File: config.mk
export PLATFORM = sky130hd
export DESIGN_NAME = snn_result_tx_packer
export DESIGN_NICKNAME = d
export VERILOG_FILES = /design/src/rtl/snn_result_tx_packer.sv
export SDC_FILE = /design/constraint.sdc
export NUM_CORES = 1
export LEC_CHECK = 0
export BUFFER_PORTS_ARGS = -buffer_cell sky130_fd_sc_hd__clkbuf_2
export CORE_AREA = 2 2 165 167
export DETAILED_ROUTE_END_ITERATION = 7
export DIE_AREA = 0 0 167 169
export HOLD_SLACK_MARGIN = 0.15
export SYNTH_ARGS = -nofsm -noshare
export SYNTH_HDL_FRONTEND = slang
export SYNTH_SLANG_ARGS = --single-unit
File: constraint.sdc
create_clock -name CLK -period 3.05 [get_ports CLK]
set_clock_uncertainty 0.2 [all_clocks]
set_input_delay 0.1525 -clock CLK [delete_from_list [all_inputs] [get_ports CLK]]
set_output_delay 0.1525 -clock CLK [all_outputs]
set_load 0.005 [all_outputs]
File: src/rtl/snn_result_tx_packer.sv
// snn_result_tx_packer
// Reads the output-layer spike counts after an image has been processed,
// picks the winning class, and streams a fixed-length result packet
// (header, seq, counts MSB-first, class, XOR checksum) to the UDP TX engine
// over a valid/ready byte handshake.
module snn_result_tx_packer #(
  parameter int          OUT_NEURON = 10,
  parameter int          CNT_W      = 16,
  parameter int          ADDR_W     = 4,
  parameter logic [7:0]  HEADER     = 8'hA5
) (
  input  logic              CLK,
  input  logic              RST_N,
  input  logic              tx_start,
  output logic [ADDR_W-1:0] res_addr,
  output logic              res_rd,
  input  logic [CNT_W-1:0]  res_rdata,
  output logic [15:0]       tx_byte_num,
  output logic              tx_req,
  output logic [7:0]        tx_data,
  output logic              tx_valid,
  input  logic              tx_ready,
  output logic              busy,
  output logic              done,
  output logic [7:0]        win_class,
  output logic [7:0]        drop_cnt
);

  localparam int PKT_LEN = 2*OUT_NEURON + 4;
  localparam int IDX_W   = $clog2(PKT_LEN);
  localparam int FC_W    = $clog2(OUT_NEURON + 1);
  localparam int CI_W    = $clog2(OUT_NEURON);

  localparam logic [FC_W-1:0]  LAST_F   = FC_W'(OUT_NEURON);
  localparam logic [IDX_W-1:0] LAST_IDX = IDX_W'(PKT_LEN - 1);
  localparam logic [IDX_W-1:0] WIN_IDX  = IDX_W'(PKT_LEN - 2);

  typedef enum logic [1:0] {S_IDLE, S_FETCH, S_SEND, S_DONE} state_t;

  state_t             state_q, state_d;
  logic [FC_W-1:0]    fcnt_q, fcnt_d;
  logic [IDX_W-1:0]   idx_q, idx_d;
  logic [CNT_W-1:0]   cnt_q [OUT_NEURON];
  logic [CNT_W-1:0]   cnt_d [OUT_NEURON];
  logic [CNT_W-1:0]   best_val_q, best_val_d;
  logic [CI_W-1:0]    best_idx_q, best_idx_d;
  logic [7:0]         win_class_q, win_class_d;
  logic [7:0]         seq_q, seq_d;
  logic [7:0]         chk_q, chk_d;
  logic [7:0]         drop_cnt_q, drop_cnt_d;
  logic               tx_req_q, tx_req_d;

  logic [CI_W-1:0]    cap_idx;
  logic [CI_W-1:0]    cur_best;
  logic [IDX_W-1:0]   off;
  logic [CI_W-1:0]    nidx;
  logic [7:0]         byte_sel;

  // Packet byte selection for the current index; every source is a register,
  // so the byte holds steady while the engine stalls.
  always_comb begin
    off      = idx_q - IDX_W'(2);
    nidx     = CI_W'(off >> 1);
    byte_sel = 8'h00;
    if (idx_q == '0)
      byte_sel = HEADER;
    else if (idx_q == IDX_W'(1))
      byte_sel = seq_q;
    else if (idx_q == WIN_IDX)
      byte_sel = win_class_q;
    else if (idx_q == LAST_IDX)
      byte_sel = chk_q;
    else if (off[0])
      byte_sel = cnt_q[nidx][7:0];
    else
      byte_sel = cnt_q[nidx][15:8];
  end

  // Next-state logic, result-memory fetch, argmax and handshake bookkeeping.
  always_comb begin
    state_d     = state_q;
    fcnt_d      = fcnt_q;
    idx_d       = idx_q;
    cnt_d       = cnt_q;
    best_val_d  = best_val_q;
    best_idx_d  = best_idx_q;
    win_class_d = win_class_q;
    seq_d       = seq_q;
    chk_d       = chk_q;
    drop_cnt_d  = drop_cnt_q;
    tx_req_d    = 1'b0;
    res_rd      = 1'b0;
    res_addr    = '0;
    cap_idx     = CI_W'(fcnt_q - FC_W'(1));
    cur_best    = best_idx_q;

    // A start request arriving while a packet is in progress is only counted.
    if (tx_start && (state_q != S_IDLE) && (drop_cnt_q != 8'hFF))
      drop_cnt_d = drop_cnt_q + 8'd1;

    case (state_q)
      S_IDLE: begin
        if (tx_start) begin
          state_d    = S_FETCH;
          fcnt_d     = '0;
          best_val_d = '0;
          best_idx_d = '0;
        end
      end
      S_FETCH: begin
        fcnt_d = fcnt_q + FC_W'(1);
        if (fcnt_q < LAST_F) begin
          res_rd   = 1'b1;
          res_addr = ADDR_W'(fcnt_q);
        end
        // Read data lags the address by one cycle; strict > keeps the lowest
        // index on ties and class 0 when everything is zero.
        if (fcnt_q != '0) begin
          cnt_d[cap_idx] = res_rdata;
          if (res_rdata > best_val_q) begin
            best_val_d = res_rdata;
            best_idx_d = cap_idx;
            cur_best   = cap_idx;
          end
        end
        if (fcnt_q == LAST_F) begin
          win_class_d = 8'(cur_best);
          tx_req_d    = 1'b1;
          idx_d       = '0;
          chk_d       = 8'h00;
          state_d     = S_SEND;
        end
      end
      S_SEND: begin
        if (tx_ready) begin
          chk_d = chk_q ^ byte_sel;
          idx_d = idx_q + IDX_W'(1);
          if (idx_q == LAST_IDX)
            state_d = S_DONE;
        end
      end
      S_DONE: begin
        seq_d   = seq_q + 8'd1;
        state_d = S_IDLE;
      end
      default: state_d = S_IDLE;
    endcase
  end

  // State and datapath registers; reset abandons any packet in flight.
  always_ff @(posedge CLK or negedge RST_N) begin
    if (!RST_N) begin
      state_q     <= S_IDLE;
      fcnt_q      <= '0;
      idx_q       <= '0;
      for (int i = 0; i < OUT_NEURON; i++) cnt_q[i] <= '0;
      best_val_q  <= '0;
      best_idx_q  <= '0;
      win_class_q <= 8'h00;
      seq_q       <= 8'h00;
      chk_q       <= 8'h00;
      drop_cnt_q  <= 8'h00;
      tx_req_q    <= 1'b0;
    end else begin
      state_q     <= state_d;
      fcnt_q      <= fcnt_d;
      idx_q       <= idx_d;
      cnt_q       <= cnt_d;
      best_val_q  <= best_val_d;
      best_idx_q  <= best_idx_d;
      win_class_q <= win_class_d;
      seq_q       <= seq_d;
      chk_q       <= chk_d;
      drop_cnt_q  <= drop_cnt_d;
      tx_req_q    <= tx_req_d;
    end
  end

  assign tx_byte_num = 16'(PKT_LEN);
  assign tx_req      = tx_req_q;
  assign tx_valid    = (state_q == S_SEND);
  assign tx_data     = tx_valid ? byte_sel : 8'h00;
  assign busy        = (state_q != S_IDLE);
  assign done        = (state_q == S_DONE);
  assign win_class   = win_class_q;
  assign drop_cnt    = drop_cnt_q;

endmodule

==> impl_metrics.py, run 1 <==
metrics = {
    "outcome": {
        "run_status": "complete, but fails checks",
        "failed_checks": "setup timing",
    },
    "detailed_routing": {
        "remaining_drc_errors": 0,
        "wl_per_cell_um": 20.6,
        "via_count": 7936,
        "first_iter_violations": 481,
        "wirelength_mm": 28.8,
        "ant_nets": 0,
        "first_pass_iters": 5,
        "vias_per_cell": 5.67,
    },
    "synthesis": {
        "ys_async_sr_fraction_pct": 100,
        "synth-edff-count": 0,
        "synth-seq-cells": 220,
        "yosysWarningCount": 0,
        "seq_area_frac_synth_pct": 47.0,
        "yosysMostFrequentCell": "dfrtp_1",
        "ys_types": 78,
        "avgSynthCellArea_um2": 12.5,
        "synth.largest_area_cell": "dfrtp_1",
        "ys.flop_type": "dfrtp_1",
        "synth_area_leaders": "dfrtp_1 47%, mux2_1 9.6%, mux4_2 7.1%, mux2_2 6.4%, ha_1 3.6%",
        "synth_cells": 937,
        "synthTopCellsByCount": "220 x dfrtp_1, 100 x mux2_1, 67 x mux2_2",
        "syn_area_mm2": 0.0117,
        "synth_top_area_share_pct": 47.0,
    },
    "sta": {
        "setup_viol_count_final": 5,
        "max_slew_margin_pct": 43.6,
        "setup_slack_ns": -0.0719,
        "final-hold-violation-count": 0,
        "fin_crit_sh_pct": 102,
        "fin_crit_ns": 3.12,
        "setup_tns_ns": -0.242,
        "max_clock_freq_mhz": 320,
        "timing.hold.ws_ns": 0.277,
        "max_slew.worst_pin.slew_ns": 0.840,
        "grt_setup_unrepaired": "yes",
        "slew_viol_final": 0,
    },
    "grt": {
        "met1_usage_pct": 29.3,
        "use_met2_pct": 34.4,
        "antenna_found_initial": 0,
        "grt_max_degree": 86,
        "grt_overflow": 0,
        "grt_usage_pct": 20.7,
        "grt_most_used_layer": "met2",
        "grt_use_met3_pct": 2.97,
        "grt_pass1_wl_mm": 46.2,
        "grt_pass1_vias": 8003,
    },
    "layout": {
        "drive_gt1_share_pct": 30.9,
        "fin_area_mm2": 0.0138,
        "antenna_cells": 0,
        "regArea_mm2": 0.00551,
        "layout.cells.non_filler": 1399,
        "syn_to_final_growth_pct": 18.2,
        "nets": 1096,
        "multi_input_area_mm2": 0.00584,
        "n_fill_cell": 2323,
    },
    "pwr": {
        "ir_drop_mv": 0.584,
        "cellPowerDensity_mw_per_mm2": 990,
        "finalPower_mw": 13.7,
        "leakagePower_nw": 6.34,
    },
    "cts": {
        "cts_tree": "built",
        "clk_latency_ns": 0.53,
        "clock_sinks": 220,
        "cts_buffers": 25,
        "clkSlewWorstSetupHoldPaths_ns": 0.06,
        "cts_buffer_depth": 3,
        "cts.htree.levels": 1,
        "clockRootBuffer": "clkbuf_16",
    },
    "placement": {
        "place.gp.congestion": 0.836,
        "dpl.hpwl_mm": 18.9,
        "place_inst": 1326,
        "dpl_cell_area_mm2": 0.0125,
        "portBuffers": 48,
    },
    "setup_path": {
        "cp.arrival_ns": 2.77,
        "reg2reg_from": "best_val_q[5]",
        "crit_path_top_delay_cell": "dfrtp_2",
        "critPathMaxFanout": 5,
        "path_cells": "inv_2 -> ha_4 -> clkbuf_16 -> mux4_2 -> mux2i_2 -> o22ai_2 -> o31ai_4 -> a21oi_2 -> clkbuf_2",
        "crit_path_start_kind": "flop",
        "critPathCaptureType": "output port",
        "crit_required_ns": 2.70,
        "criticalPathCategory": "flop to output port",
        "r2r_cells": 9,
        "worst_r2r_endpoint": "best_val_q[2]",
        "slowest_delay_ns": 0.42,
        "crit_end": "tx_data[0]",
        "r2r_slack_ns": 0.14,
        "crit_start": "idx_q[1]",
    },
    "floorplanning": {
        "die_area_mm2": 0.0282,
        "row_count": 60,
        "ios": 69,
        "initial_utilization_pct": 44.2,
        "core_mm2": 0.0265,
        "die_h_um": 169,
        "die-width_um": 167,
    },
    "job": {
        "drv_cap": 0,
    },
    "worst_hold_path": {
        "hp-class": "flop to flop",
    },
}
## repair_timing
action / CTS / global route
resized for setup: 22 / 22
gates cloned: 1 / 1
hold buffers: 20 / 0
hold endpoints to repair: 406 / 0
setup endpoints to repair: 8 / 8
pin swaps: 11 / 14
setup buffers: 6 / 3
## worst min path at each step
stage | start | end | cells after the start
final | seq_q[7] | seq_q[7] | 1
after global routing | cnt_q[85] | cnt_q[85] | 1
after CTS | seq_q[7] | seq_q[7] | 1
after detailed placement | RST_N | cnt_q[53] | 1
after global placement | RST_N | cnt_q[53] | 1
after floorplan | RST_N | best_idx_q[0] | 0
## cells by family (layout without fill, tap and decap cells)
| logic type | after synthesis | after routing | synth area share (%) |
|---|---|---|---|
| AO/OA/AOI/OAI | 162 | 162 | 9.82 |
| XOR/XNOR | 22 | 22 | 1.77 |
| adder cells (fa/ha/maj) | 34 | 34 | 3.64 |
| buffers and inverters | 112 | 215 | 5.13 |
| flip-flops | 220 | 220 | 47.0 |
| multiplexers | 225 | 225 | 25.0 |
| other | 2 | 20 | 0.0642 |
| AND/OR/NAND/NOR | 160 | 160 | 7.55 |
## report_power, final
part | total [mW] | internal, mW | switching (mW)
Combinational | 5.94 | 2.97 | 2.97
Clock | 2.97 | 1.78 | 1.19
Sequential | 4.78 | 4.07 | 0.718
Total | 13.7 | 8.82 | 4.88
## state kept, by name (all words and copies together), names as in the netlist
name / count
best_idx_q: 4
drop_cnt: 8
win_class: 4
state_q: 2
idx_q: 5
tx_req: 1
seq_q: 8
chk_q: 8
best_val_q: 16
fcnt_q: 4
cnt_q: 160
## per-layer routing
layer  up-vias  wire (µm)
met5         -          0
met4         0        482
met3        35       1260
met2       173      13700
met1      4101      13300
li1       3627          -
## cell type report
| type | count | share of cell area (%) |
|---|---|---|
| Multi-Input combinational cell | 623 | 42.2 |
| Sequential cell | 220 | 39.8 |
| Timing Repair Buffer | 140 | 8.14 |
| Clock buffer | 39 | 5.48 |
| Tap cell | 341 | 3.09 |
| Inverter | 32 | 0.869 |
| Clock inverter | 4 | 0.371 |
## cell usage in the layout, fill, tap and decap left out, types with 12 or more instances in the layout
cell type / netlist / final
a21oi_1: 38 / 35
a22o_1: 12 / 12
and3_1: 17 / 14
buf_4: 34 / 59
clkbuf_16: 0 / 26
clkbuf_2: 0 / 46
conb_1: 2 / 20
dfrtp_1: 220 / 218
dlygate4sd3_1: 0 / 20
ha_1: 34 / 33
inv_1: 29 / 28
mux2_1: 100 / 100
mux2_2: 67 / 67
mux2i_1: 21 / 13
mux4_2: 37 / 37
nand2_1: 38 / 38
nand3_1: 15 / 14
nor2_1: 34 / 34
o21ai_0: 18 / 17
o21ai_1: 23 / 21
xnor2_1: 12 / 12
## stage by stage
stage,setup slack (ns),utilization (%)
after floorplan,0.0818,-
after global placement,0.159,47.2
after detailed placement,0.155,47.2
after CTS,-0.0823,51.7
after global routing,-0.156,52.2
final,-0.0719,52.2
## critical path, delay by kind of cell, from the launching register on
family | cells | cell delay (ns)
DFF | 1 | 0.42
AOI/OAI and AO/OA | 3 | 0.61
adders and majority gates | 1 | 0.32
buffers and inverters | 3 | 0.37
muxes | 2 | 0.51
Note: power is estimated with default switching activity, not from simulation.
==> run 2, diff against run 1 <==
--- a/config.mk
+++ b/config.mk
@@ -10,6 +10,7 @@
 export DETAILED_ROUTE_END_ITERATION = 7
 export DIE_AREA = 0 0 167 169
 export HOLD_SLACK_MARGIN = 0.15
+export PLACE_DENSITY = 0.61
 export SYNTH_ARGS = -nofsm -noshare
 export SYNTH_HDL_FRONTEND = slang
 export SYNTH_SLANG_ARGS = --single-unit
==> impl_metrics.py, run 2 (same netlist as run 1, synthesis figures left out) <==
metrics = {
    "detailed_routing": {
        "remaining_drc_errors": 0,
        "vias_per_cell": 5.65,
        "via_count": 7921,
        "first_pass_iters": 5,
        "wl_per_cell_um": 20.4,
        "wirelength_mm": 28.6,
        "first_iter_violations": 473,
        "ant_nets": 0,
    },
    "cts": {
        "clockRootBuffer": "clkbuf_16",
        "cts_buffers": 24,
        "cts_tree": "built",
        "clkSlewWorstSetupHoldPaths_ns": 0.06,
        "clk_latency_ns": 0.52,
        "clock_sinks": 220,
        "cts_buffer_depth": 3,
        "cts.htree.levels": 1,
    },
    "placement": {
        "portBuffers": 48,
        "dpl.hpwl_mm": 18.8,
        "dpl_cell_area_mm2": 0.0125,
        "place.gp.congestion": 0.803,
    },
    "pwr": {
        "finalPower_mw": 13.7,
        "leakagePower_nw": 6.39,
        "clkPwrFrac_pct": 21.5,
        "p_int_mw": 8.83,
        "ir_drop_mv": 0.639,
        "cellPowerDensity_mw_per_mm2": 985,
        "switching_share_pct": 35.6,
        "power_frac_seq_pct": 34.9,
        "combPwrFrac_pct": 43.6,
        "switchingPower_mw": 4.87,
    },
    "layout": {
        "final_core_util_pct": 52.5,
        "drive_gt1_share_pct": 31.3,
        "largest_reg_flops": 160,
        "syn_to_final_growth_pct": 18.9,
        "largest_register": "cnt_q",
        "final_cell_mix": "217 x dfrtp_1, 100 x mux2_1, 67 x mux2_2",
        "fin_area_mm2": 0.0139,
        "nets": 1099,
        "final_common_cell": "dfrtp_1",
        "antenna_cells": 0,
        "reg_top3": "cnt_q: 160 flops, best_val_q: 16 flops",
    },
    "sta": {
        "setup_tns_ns": -0.0896,
        "max_slew_margin_pct": 45.9,
        "setup_slack_ns": -0.0721,
        "fin_crit_sh_pct": 102,
        "max_clock_freq_mhz": 320,
        "fin_crit_ns": 3.12,
        "slew_viol_final": 0,
        "setup_viol_count_final": 2,
        "final-hold-violation-count": 0,
        "max_slew.worst_pin.slew_ns": 0.806,
        "grt_setup_unrepaired": "yes",
    },
    "floorplanning": {
        "initial_utilization_pct": 44.2,
        "core_mm2": 0.0265,
        "ios": 69,
        "die_area_mm2": 0.0282,
        "die-width_um": 167,
        "die_h_um": 169,
        "row_count": 60,
    },
    "setup_path": {
        "worst_r2r_endpoint": "best_idx_q[3]",
        "slowest_delay_ns": 0.40,
        "critPathTopFamily": "compound AO/OA/AOI/OAI gates",
        "cp.arrival_ns": 2.77,
        "crit_path_start_kind": "flop",
        "critPathCaptureType": "output port",
        "path_cells": "inv_2 -> ha_4 -> buf_12 -> mux4_2 -> and3_4 -> a311o_1 -> and3_4 -> o21ai_2 -> a21oi_2 -> buf_2",
        "crit_required_ns": 2.70,
        "crit_path_top_delay_cell": "dfrtp_2",
        "path_common_cell": "and3_4",
        "r2r_slack_ns": 0.23,
        "r2r_cells": 10,
        "criticalPathCategory": "flop to output port",
        "critPathMaxFanout": 6,
        "cp_num_buf_inv": 3,
        "reg2reg_from": "best_val_q[5]",
    },
    "job": {
        "drv_cap": 0,
    },
    "grt": {
        "grt_pass1_wl_mm": 45.3,
        "grt_max_degree": 69,
        "grt_usage_pct": 20.4,
        "grt_overflow": 0,
        "antenna_found_initial": 0,
        "grt_pass1_vias": 7738,
    },
    "worst_hold_path": {
        "hold_start": "cnt_q[72]",
        "whs_path_depth": 1,
        "min_to": "cnt_q[72]",
        "hp-class": "flop to flop",
    },
    "outcome": {
        "run_status": "complete, but fails checks",
        "failed_checks": "setup timing",
    },
}
## run 2: cell count changes in the layout (fill, tap and decap cells not counted), moves of 2 or more
| cell | delta |
|---|---|
| buf_12 | +6 |
| buf_6 | -3 |
| clkbuf_1 | -3 |
| clkbuf_8 | -3 |
| clkinv_2 | +3 |
| o22ai_2 | -3 |
| mux2i_2 | +2 |
| mux2i_4 | -2 |
| o22ai_1 | +2 |
## run 2: worst max-delay path by stage
stage,startpoint,end,slack (ns),depth (start not counted)
floorplan,idx_q[1],chk_q[7],0.08,13
global placement,best_val_q[5],best_idx_q[3],0.31,10
detailed placement,best_val_q[5],best_idx_q[3],0.24,10
CTS,idx_q[1],tx_data[7],-0.07,10
global route,idx_q[1],tx_data[7],-0.13,10
finish,idx_q[1],tx_data[7],-0.07,10
## run 2: area by class of cell
type	count	area, µm²
clock buffer	33	706
clock inverter	8	95.1
fill	2284	12600
inverter	32	120
multi-input combinational	623	5830
sequential	220	5510
tap	341	427
timing repair buffer	144	1220
## run 2: what timing repair did
item / 4_1_cts / 5_1_grt
setup buffers: 6 / 12
gates cloned: 2 / 0
gates resized for setup: 23 / 21
pin swaps: 16 / 10
hold endpoints to repair: 408 / 0
hold buffers: 21 / 0
setup endpoints to repair: 8 / 11
## run 2: through the flow
stage,cells,worst slack (ns),hold slack (ns)
global placement,1320,0.310,-0.0663
CTS,1390,-0.0687,0.283
global route,1401,-0.131,0.292
finish,1401,-0.0721,0.280
floorplan,955,0.0818,-0.343
detailed placement,1320,0.243,-0.0643
## run 2: per-layer routing
metal | track usage [%] | vias up | part of all wire (%)
li1 | - | 3622 | -
met1 | 29.7 | 4098 | 47
met2 | 32.3 | 166 | 47
met3 | 3.53 | 35 | 4.3
met4 | 4.35 | 0 | 1.8
met5 | 0 | - | 0
## run 2: power groups by stage
| stage | registers, mW | logic [mW] | clock network [mW] |
|---|---|---|---|
| final | 4.78 | 5.98 | 2.95 |
| after global routing | 4.94 | 6.47 | 3.12 |
| after CTS | 4.78 | 5.77 | 3.01 |
| after detailed placement | 4.83 | 5.34 | 0 |
| after global placement | 4.79 | 5.26 | 0 |
| after floorplan | 4.57 | 3.97 | 0 |
==> run 3, diff against run 2 <==
--- a/config.mk
+++ b/config.mk
@@ -6,11 +6,13 @@
 export NUM_CORES = 1
 export LEC_CHECK = 0
 export BUFFER_PORTS_ARGS = -buffer_cell sky130_fd_sc_hd__clkbuf_2
+export CELL_PAD_IN_SITES_DETAIL_PLACEMENT = 1
+export CELL_PAD_IN_SITES_GLOBAL_PLACEMENT = 1
 export CORE_AREA = 2 2 165 167
 export DETAILED_ROUTE_END_ITERATION = 7
 export DIE_AREA = 0 0 167 169
 export HOLD_SLACK_MARGIN = 0.15
-export PLACE_DENSITY = 0.61
+export PLACE_DENSITY = 0.73
 export SYNTH_ARGS = -nofsm -noshare
 export SYNTH_HDL_FRONTEND = slang
 export SYNTH_SLANG_ARGS = --single-unit
==> impl_metrics.py, run 3 (same netlist as run 1, synthesis figures left out) <==
metrics = {
    "outcome": {
        "run_status": "complete, but fails checks",
        "failed_checks": "setup timing",
    },
    "placement": {
        "dpl.hpwl_mm": 20.2,
        "place.gp.congestion": 0.820,
        "post-place-ws_ns": 0.0369,
        "portBuffers": 48,
    },
    "worst_hold_path": {
        "hold_start": "seq_q[7]",
        "hp-class": "flop to flop",
        "whs_path_depth": 1,
        "min_to": "seq_q[7]",
    },
    "cts": {
        "cts_tree": "built",
        "clk_latency_ns": 0.53,
        "clkSlewWorstSetupHoldPaths_ns": 0.06,
        "cts_buffer_depth": 3,
        "cts_buffers": 24,
        "cts.htree.levels": 1,
        "clock_sinks": 220,
        "clockRootBuffer": "clkbuf_16",
    },
    "sta": {
        "fin_crit_ns": 3.15,
        "setup_slack_ns": -0.0954,
        "grt_setup_unrepaired": "yes",
        "max_slew_margin_pct": 42.1,
        "fin_crit_sh_pct": 103,
        "slew_viol_final": 0,
        "setup_tns_ns": -0.399,
        "max_slew.worst_pin.slew_ns": 0.863,
        "final-hold-violation-count": 0,
        "setup_viol_count_final": 8,
        "max_clock_freq_mhz": 318,
    },
    "pwr": {
        "cellPowerDensity_mw_per_mm2": 1010,
        "ir_drop_mv": 0.613,
        "power_frac_seq_pct": 33.8,
        "switching_share_pct": 36.6,
        "leakagePower_nw": 6.40,
        "finalPower_mw": 14.2,
        "switchingPower_mw": 5.20,
        "clkPwrFrac_pct": 20.9,
        "p_int_mw": 8.98,
        "combPwrFrac_pct": 45.3,
    },
    "floorplanning": {
        "die_h_um": 169,
        "die-width_um": 167,
        "die_area_mm2": 0.0282,
        "initial_utilization_pct": 44.2,
        "core_mm2": 0.0265,
        "ios": 69,
        "row_count": 60,
    },
    "setup_path": {
        "slowest_delay_ns": 0.44,
        "crit_required_ns": 2.70,
        "path_cells": "inv_2 -> ha_4 -> buf_12 -> buf_12 -> mux4_2 -> mux2i_2 -> o22ai_2 -> o31ai_2 -> a21oi_1 -> clkbuf_2",
        "critPathCaptureType": "output port",
        "r2r_slack_ns": 0.19,
        "worst_r2r_endpoint": "best_val_q[12]",
        "reg2reg_from": "best_val_q[15]",
        "crit_path_start_kind": "flop",
        "criticalPathCategory": "flop to output port",
        "cp.arrival_ns": 2.79,
        "path_common_cell": "buf_12",
        "critPathTopFamily": "compound AO/OA/AOI/OAI gates",
        "r2r_cells": 10,
        "crit_path_top_delay_cell": "dfrtp_2",
        "cp_num_buf_inv": 4,
        "critPathMaxFanout": 8,
    },
    "grt": {
        "grt_overflow": 0,
        "grt_pass1_wl_mm": 50.0,
        "grt_pass1_vias": 8534,
        "grt_max_degree": 77,
        "grt_usage_pct": 22.6,
        "antenna_found_initial": 1,
    },
    "detailed_routing": {
        "via_count": 8113,
        "vias_per_cell": 5.77,
        "first_iter_violations": 465,
        "ant_nets": 0,
        "remaining_drc_errors": 0,
        "first_pass_iters": 4,
        "wirelength_mm": 32.0,
        "wl_per_cell_um": 22.8,
    },
    "layout": {
        "final_core_util_pct": 52.8,
        "syn_to_final_growth_pct": 19.5,
        "final_cell_mix": "218 x dfrtp_1, 100 x mux2_1, 67 x mux2_2",
        "nets": 1104,
        "reg_top3": "cnt_q: 160 flops, best_val_q: 16 flops",
        "drive_gt1_share_pct": 31.5,
        "largest_register": "cnt_q",
        "largest_reg_flops": 160,
        "final_common_cell": "dfrtp_1",
    },
    "job": {
        "drv_cap": 0,
    },
}
-- run 3: cell count changes in the layout (fill, tap and decap cells not counted), sizes merged --
cell,change
clkinv,-1
buf,+6
clkbuf,+3
bufbuf,-1
clkinvlp,-2
diode,+1
-- run 3: through the flow --
| step | instances | cell area (µm²) | hold WS, ns |
|---|---|---|---|
| 2_1_floorplan | 955 | 11800 | -0.343 |
| 3_3_place_gp | 1318 | 12500 | -0.00421 |
| 3_5_place_dp | 1318 | 12500 | -0.00153 |
| 4_1_cts | 1395 | 13800 | 0.282 |
| 5_1_grt | 1407 | 14000 | 0.297 |
| 6_report | 1407 | 14000 | 0.281 |
-- run 3: final cells by class --
class                      instances  area [µm²]
fill                            2681       12500
multi-input combinational        623        5890
sequential                       220        5510
timing repair buffer             149        1240
clock buffer                      36         717
tap                              341         427
inverter                          32         120
clock inverter                     5        75.1
antenna                            1        2.50
-- run 3: repair_timing --
action | in CTS | in global routing
gates cloned | 2 | 0
hold buffers | 20 | 0
gates resized for setup | 33 | 16
setup endpoints to repair | 8 | 28
pin swaps | 12 | 9
endpoints found under the hold margin | 405 | 0
buffers inserted | 14 | 11
-- run 3: metal layers --
metal	track usage (%)	routed length, µm	part of all wire [%]
met2	37.8	15700	49
met3	2.76	1160	3.6
met5	0	0	0
met4	6.52	744	2.3
met1	31.2	14400	45
-- run 3: worst max-delay path by stage --
stage                             start       endpoint  slack, ns  depth (start not counted)
after global routing           idx_q[1]     tx_data[5]      -0.16                         10
after global placement    best_val_q[5]  best_val_q[4]       0.03                          9
after floorplan                idx_q[1]       chk_q[7]       0.08                         13
after detailed placement  best_val_q[5]  best_val_q[3]       0.04                          9
after CTS                      idx_q[1]     tx_data[7]      -0.09                          8
final                          idx_q[1]     tx_data[5]       -0.1                         10
-- run 3: power groups by stage --
stage          Combinational [mW]  Sequential [mW]  Clock (mW)
6_report                     6.43             4.79        2.96
2_1_floorplan                3.97             4.57           0
3_3_place_gp                 5.29             4.72           0
5_1_grt                      6.92             4.95        3.13
3_5_place_dp                 5.45             4.81           0
4_1_cts                      6.13             4.77        3.01
